**config.mk**
```make
export PLATFORM = sky130hd
export DESIGN_NAME = alu_arbiter
export DESIGN_NICKNAME = d
export VERILOG_FILES = /design/src/rtl/alu_arbiter.sv
export SDC_FILE = /design/constraint.sdc
export NUM_CORES = 1
export LEC_CHECK = 0
export BUFFER_PORTS_ARGS = -buffer_cell sky130_fd_sc_hd__buf_4
export CORE_UTILIZATION = 50
export CTS_CLUSTER_SIZE = 10
export DETAILED_ROUTE_END_ITERATION = 8
export PLACE_DENSITY = 0.79
export SLEW_MARGIN = 5
export SYNTH_ARGS = -nofsm -noshare
export SYNTH_HDL_FRONTEND = slang
export SYNTH_SLANG_ARGS = --single-unit
```
**constraint.sdc**
```tcl
create_clock -name clk -period 3.38 [get_ports clk]
set_input_delay 0.338 -clock clk [delete_from_list [all_inputs] [get_ports clk]]
set_output_delay 0.338 -clock clk [all_outputs]
set_load 0.02 [all_outputs]
```
**src/rtl/alu_arbiter.sv**
```systemverilog
// Round-robin arbiter that shares one combinational 8-bit ALU between two requesters.
// Operands and the result are registered; at most one transaction is in flight.
//
// state | meaning
// IDLE  | no transaction; grant the favoured valid requester
// EXEC  | operand registers drive the ALU; capture alu_out
// RESP  | hold the result to the granted requester until it is taken
module alu_arbiter #(
  parameter int WIDTH = 8,
  parameter int SEL_W = 3,
  parameter int CNT_W = 16
) (
  input  logic               clk,
  input  logic               rst_n,
  input  logic [1:0]         req_valid,
  output logic [1:0]         req_ready,
  input  logic [2*WIDTH-1:0] req_a,
  input  logic [2*WIDTH-1:0] req_b,
  input  logic [2*SEL_W-1:0] req_sel,
  output logic [1:0]         rsp_valid,
  input  logic [1:0]         rsp_ready,
  output logic [WIDTH-1:0]   rsp_data,
  output logic [WIDTH-1:0]   alu_a,
  output logic [WIDTH-1:0]   alu_b,
  output logic [SEL_W-1:0]   alu_select,
  input  logic [WIDTH-1:0]   alu_out,
  output logic               busy,
  output logic [CNT_W-1:0]   op_count0,
  output logic [CNT_W-1:0]   op_count1
);

  typedef enum logic [1:0] {IDLE, EXEC, RESP} state_t;

  state_t             state;
  logic               fav;
  logic               gnt;
  logic               pick;
  logic               any_valid;
  logic [WIDTH-1:0]   opa;
  logic [WIDTH-1:0]   opb;
  logic [SEL_W-1:0]   opsel;
  logic [WIDTH-1:0]   res;
  logic [WIDTH-1:0]   pick_a;
  logic [WIDTH-1:0]   pick_b;
  logic [SEL_W-1:0]   pick_sel;

  always_comb begin
    any_valid = |req_valid;
    pick      = req_valid[fav] ? fav : ~fav;
    pick_a    = pick ? req_a[2*WIDTH-1:WIDTH]   : req_a[WIDTH-1:0];
    pick_b    = pick ? req_b[2*WIDTH-1:WIDTH]   : req_b[WIDTH-1:0];
    pick_sel  = pick ? req_sel[2*SEL_W-1:SEL_W] : req_sel[SEL_W-1:0];
    req_ready = 2'b00;
    // gated by rst_n so every output reads zero while reset is held
    if (rst_n && (state == IDLE) && any_valid) begin
      req_ready[pick] = 1'b1;
    end
  end

  assign alu_a      = opa;
  assign alu_b      = opb;
  assign alu_select = opsel;
  assign rsp_data   = res;

  always_ff @(posedge clk or negedge rst_n) begin
    if (!rst_n) begin
      state     <= IDLE;
      fav       <= 1'b0;
      gnt       <= 1'b0;
      opa       <= '0;
      opb       <= '0;
      opsel     <= '0;
      res       <= '0;
      rsp_valid <= 2'b00;
      busy      <= 1'b0;
      op_count0 <= '0;
      op_count1 <= '0;
    end else begin
      case (state)
        IDLE: begin
          if (any_valid) begin
            opa   <= pick_a;
            opb   <= pick_b;
            opsel <= pick_sel;
            gnt   <= pick;
            fav   <= ~pick;
            busy  <= 1'b1;
            state <= EXEC;
          end
        end
        EXEC: begin
          res       <= alu_out;
          rsp_valid <= gnt ? 2'b10 : 2'b01;
          state     <= RESP;
        end
        RESP: begin
          if (rsp_ready[gnt]) begin
            rsp_valid <= 2'b00;
            busy      <= 1'b0;
            state     <= IDLE;
            if (gnt) op_count1 <= op_count1 + 1'b1;
            else     op_count0 <= op_count0 + 1'b1;
          end
        end
        default: state <= IDLE;
      endcase
    end
  end

endmodule
```
# Word level (Yosys, flattened, before mapping)
# Index checks and enable logic that the tools add are counted.
# totals
register_bits,66
latch_bits,0
ramBits,0
romBits,0
input_bits,52
output_inout_bits,64
wordCells,56
mem_count,0
# op_classes
n_addsub,2
mul,0
n_div,0
order_cmp,4
eq_ne,4
n_shift,0
mux,19
n_bitwise,3
reduce_logical,13
# ops
op,count
$add A16 B1 Y16 const B,2
$mux W8,2
$reduce_and A3 Y1,3
$mux W1,8
$mux W2,4
$lt A1 B2 Y1 const B,3
$pmux W2 S3,1
$reduce_and A2 Y1,3
$ne A2 B2 Y1 const B,2
$pmux W2 S2,1
$reduce_bool A2 Y1,2
$logic_and A1 B1 Y1,3
$mux W3,1
$not A1 Y1,3
$eq A2 B1 Y1 const B,1
$eq A2 B2 Y1 const B,1
$logic_not A2 Y1,1
$pmux W1 S2,1
$reduce_or A2 Y1,1
$demux W1 S1,1
$ge A1 B1 Y1 const B,1

# Depth between registers and ports, before layout
# logic_depth
ltp_word,8
ltp_mapped,6
mapped_depth_nobuf,5

# Worst setup path before layout
# OpenSTA, ideal clock, no wires.
# synth_timing
kind,reg-to-output
start,reg state[0]
end,out req_ready[1]
arrival_ns,1.435
required_time_ns,3.042
setup_slack_ns,1.607
stages_incl_launch_ff,6
n_path_buf,2
path_cell_list,dfrtp_1 > buf_2 > nor3_2 > buf_2 > nand2_1 > nor2_1
# synth_via
elab_chain_cells,4
# synth_rtl
element,line,rtl
"start, declared",34,state_t state;
"start signal, assigned",67,state <= IDLE;
"start signal, assigned",88,state <= EXEC;
"start signal, assigned",94,state <= RESP;
$logic_not A2 Y1,55,if (rst_n && (state == IDLE) && any_valid) begin
$logic_and A1 B1 Y1 (2 in series),55,
$mux W2,55,
"end, declared",16,"output logic [1:0] req_ready,"
# No other way between the ends.

# Final worst setup path
# layout_timing
start,reg state[1]
end,out req_ready[0]
# Same word-level chain as after synthesis.

==> impl_metrics.py <==
metrics = {
    "floorplan": {
        "die_x_um": 80.0,
        "initial_core_util_pct": 51.7,
        "fp-row-count": 28,
        "dieArea_um2": 6410,
        "die_h_um": 80.0,
        "coreArea_um2": 5890,
        "io_pins": 116,
    },
    "cells_and_area": {
        "antennaDiodeCount": 0,
        "final_cells": 464,
        "fin_nets": 438,
        "final_design_area_no_fill_um2": 4180,
        "nFillCells": 451,
        "fin_util_pct": 71.1,
        "drive_above_1_share_pct": 39.6,
        "synthToLayoutAreaGrowth_pct": 37.4,
    },
    "global_routing": {
        "antenna_found_initial": 0,
        "grt_usage_pct": 21.7,
        "gr-total-overflow": 0,
        "grtUsageMet3_pct": 6.74,
        "grt_pass1_vias": 2327,
        "use_met1_pct": 26.1,
        "grt_pass1_wl_um": 10600,
        "grt_start_max_net_pins": 61,
        "top_usage_layer": "met2",
        "grt_use_met2_pct": 35.4,
    },
    "timing": {
        "fmax_mhz": 434,
        "drv_slew": 0,
        "setup_ws_ns": 1.07,
        "rsz0062_at_grt": "no",
        "max_slew_margin_pct": 42.5,
        "finalHoldViolCount": 0,
        "fin_setup_tns_ns": 0,
        "fin_skew_ns": 0.00746,
        "worstMarginPinSlew_ns": 0.861,
        "finalCritPeriodShare_pct": 68.2,
        "setup_viol": 0,
        "holdWs_ns": 0.233,
        "fin_crit_ns": 2.31,
    },
    "logic_synthesis": {
        "synth_adder_area_share_pct": 0.822,
        "synth.distinct_cells": 35,
        "syn_inst": 266,
        "yosys_warnings": 0,
        "ys_ff_latch": 66,
        "syn_area_um2": 3050,
        "avgSynthCellArea_um2": 11.4,
        "syn_nets": 320,
        "ys_seq_area_share_pct": 54.2,
        "synthSimpleGateAreaFrac_pct": 18.0,
        "synth_compound_area_share_pct": 4.97,
        "synthMuxAreaShare_pct": 10.2,
        "synthXorXnorAreaFrac_pct": 8.63,
        "synth_top_family_by_area": "simple AND/OR/NAND/NOR gates",
    },
    "detailed_routing": {
        "drt_pass1_iterations": 4,
        "vias_per_cell": 5.16,
        "drc": 0,
        "routed_wl_um": 6480,
        "num_vias": 2393,
        "wire_per_inst_um": 14.0,
        "drtIter0Drc": 123,
        "ant_nets": 0,
    },
    "placed_design": {
        "dp_slack_ns": 1.44,
        "postPlaceCellArea_um2": 3970,
        "dp_cells": 447,
        "place.port_buffers": 115,
        "dp_hpwl_um": 4690,
        "gp_congestion": 0.759,
    },
    "setup_path": {
        "end_kind": "primary output",
        "cp.arrival_ns": 1.97,
        "critPathKind": "register to primary output",
        "worst-path-max-fanout": 21,
        "cp.required_ns": 3.04,
        "start_kind": "register",
    },
    "pwr": {
        "p_int_mw": 2.04,
        "p_per_area_nw_per_um2": 783,
        "seqPwrFrac_pct": 38.8,
        "comb_power_share_pct": 40.7,
        "switching_share_pct": 37.8,
        "p_clk_share_pct": 20.5,
        "vdd_ir_drop_max_mv": 0.507,
        "leakage_nw": 2.05,
        "total_power_mw": 3.27,
        "switchingPower_mw": 1.24,
    },
    "clock_network": {
        "cts_max_level": 3,
        "cts_buffers": 9,
        "cts_sinks": 66,
        "clkLatencyLatePin_ns": 0.33,
        "cts_root_buf": "clkbuf_8",
        "path_clk_slew_ns": 0.07,
        "cts_tree": "built",
        "clockBufferDepth": 2,
    },
    "run_status": {
        "outcome": "complete, no violations",
    },
    "hold_path": {
        "hp-class": "input port to register",
    },
    "flow_run": {
        "drv_cap": 0,
    },
}
sequential cells by signal, indices dropped and copies added (netlist names), 2 cells and up:
signal / flops
alu_b: 8
rsp_data: 8
alu_a: 8
op_count0: 16
op_count1: 16
rsp_valid: 2
state: 2
alu_select: 3
power groups by stage:
stage | sequential, mW | combinational, mW | clock [mW]
global route | 1.30 | 1.44 | 0.723
floorplan | 1.46 | 0.618 | 0
global placement | 1.27 | 1.31 | 0
CTS | 1.27 | 1.35 | 0.692
finish | 1.27 | 1.33 | 0.673
detailed placement | 1.28 | 1.34 | 0
placed cells by master, fill, tap and decap left out, types with 3 or more instances in the layout:
cell / instances
nand3_1: 10
o21ai_0: 3
clkbuf_8: 11
nor2_1: 32
and3_1: 3
nand4_1: 11
a21oi_1: 22
buf_4: 118
xnor2_1: 21
dfrtp_1: 66
mux2i_1: 20
nand2_1: 18
inv_1: 5
mux2_2: 9
xor2_1: 9
synth_stat cells (all sizes together):
cell | instances | share of area [%]
dfrtp | 66 | 54
nor2 | 32 | 3.9
a21oi | 22 | 3.6
mux2i | 21 | 6.9
xnor2 | 21 | 6.0
nand2 | 18 | 2.2
nand4 | 12 | 3.0
buf | 10 | 2.2
nand3 | 10 | 1.6
mux2 | 9 | 3.3
xor2 | 9 | 2.6
inv | 5 | 0.62
nor4 | 5 | 2.2
nor3 | 4 | 0.99
and3 | 3 | 0.62
o21ai | 3 | 0.49
clkbuf | 2 | 0.25
ha | 2 | 0.82
nor2b | 2 | 0.41
a211oi | 1 | 0.25
a21o | 1 | 0.25
and2 | 1 | 0.21
and4b | 1 | 0.33
and4bb | 1 | 0.41
nand2b | 1 | 0.21
nand4b | 1 | 0.78
nand4bb | 1 | 0.90
o221a | 1 | 0.37
or2 | 1 | 0.21
cell type report:
class,count,area (µm²),area share [%]
well taps,75,93.8,2.24
clock buffers,12,155,3.71
inverters,5,18.8,0.449
repair buffers,119,896,21.4
clock inverters,4,50.0,1.20
multi-input cells,183,1320,31.5
flip-flops and latches,66,1650,39.5
critical path, cell delays in order (launching register included):
cell and delay [ns]:
dfrtp_1 0.55, nor3_4 0.70, and3_1 0.25, buf_4 0.14
cell families after synthesis:
| family | Yosys count |
|---|---|
| XOR/XNOR | 30 |
| buffers and inverters | 17 |
| multiplexers | 30 |
| adder cells (fa/ha/maj) | 2 |
| AND/OR/NAND/NOR | 93 |
| AO/OA/AOI/OAI | 28 |
| flip-flops | 66 |
worst paths after layout:
path | startpoint | to | cells past startpoint | slack [ns]
worst min register to register | op_count1[15] | op_count1[15] | 1 | 0.47
worst min-delay path | alu_out[6] | rsp_data[6] | 2 | 0.23
worst max-delay path | state[1] | req_ready[0] | 3 | 1.07
max in group asynchronous | rst_n | op_count1[14] | 3 | 2.08
worst max register to register | state[1] | alu_a[4] | 4 | 1.50
min in group asynchronous | rst_n | alu_a[0] | 2 | 0.37
per-layer routing:
metal / vias up / wire length [µm]
li1: 1145 / -
met5: - / 0
met1: 1157 / 2680
met2: 80 / 3260
met3: 11 / 429
met4: 0 / 109
timing repair:
action,CTS,global route
buffers inserted,0,0
endpoints found under the hold margin,6,0
hold buffers,1,0
resized for setup,0,0
(Power assumes the default switching activity.)
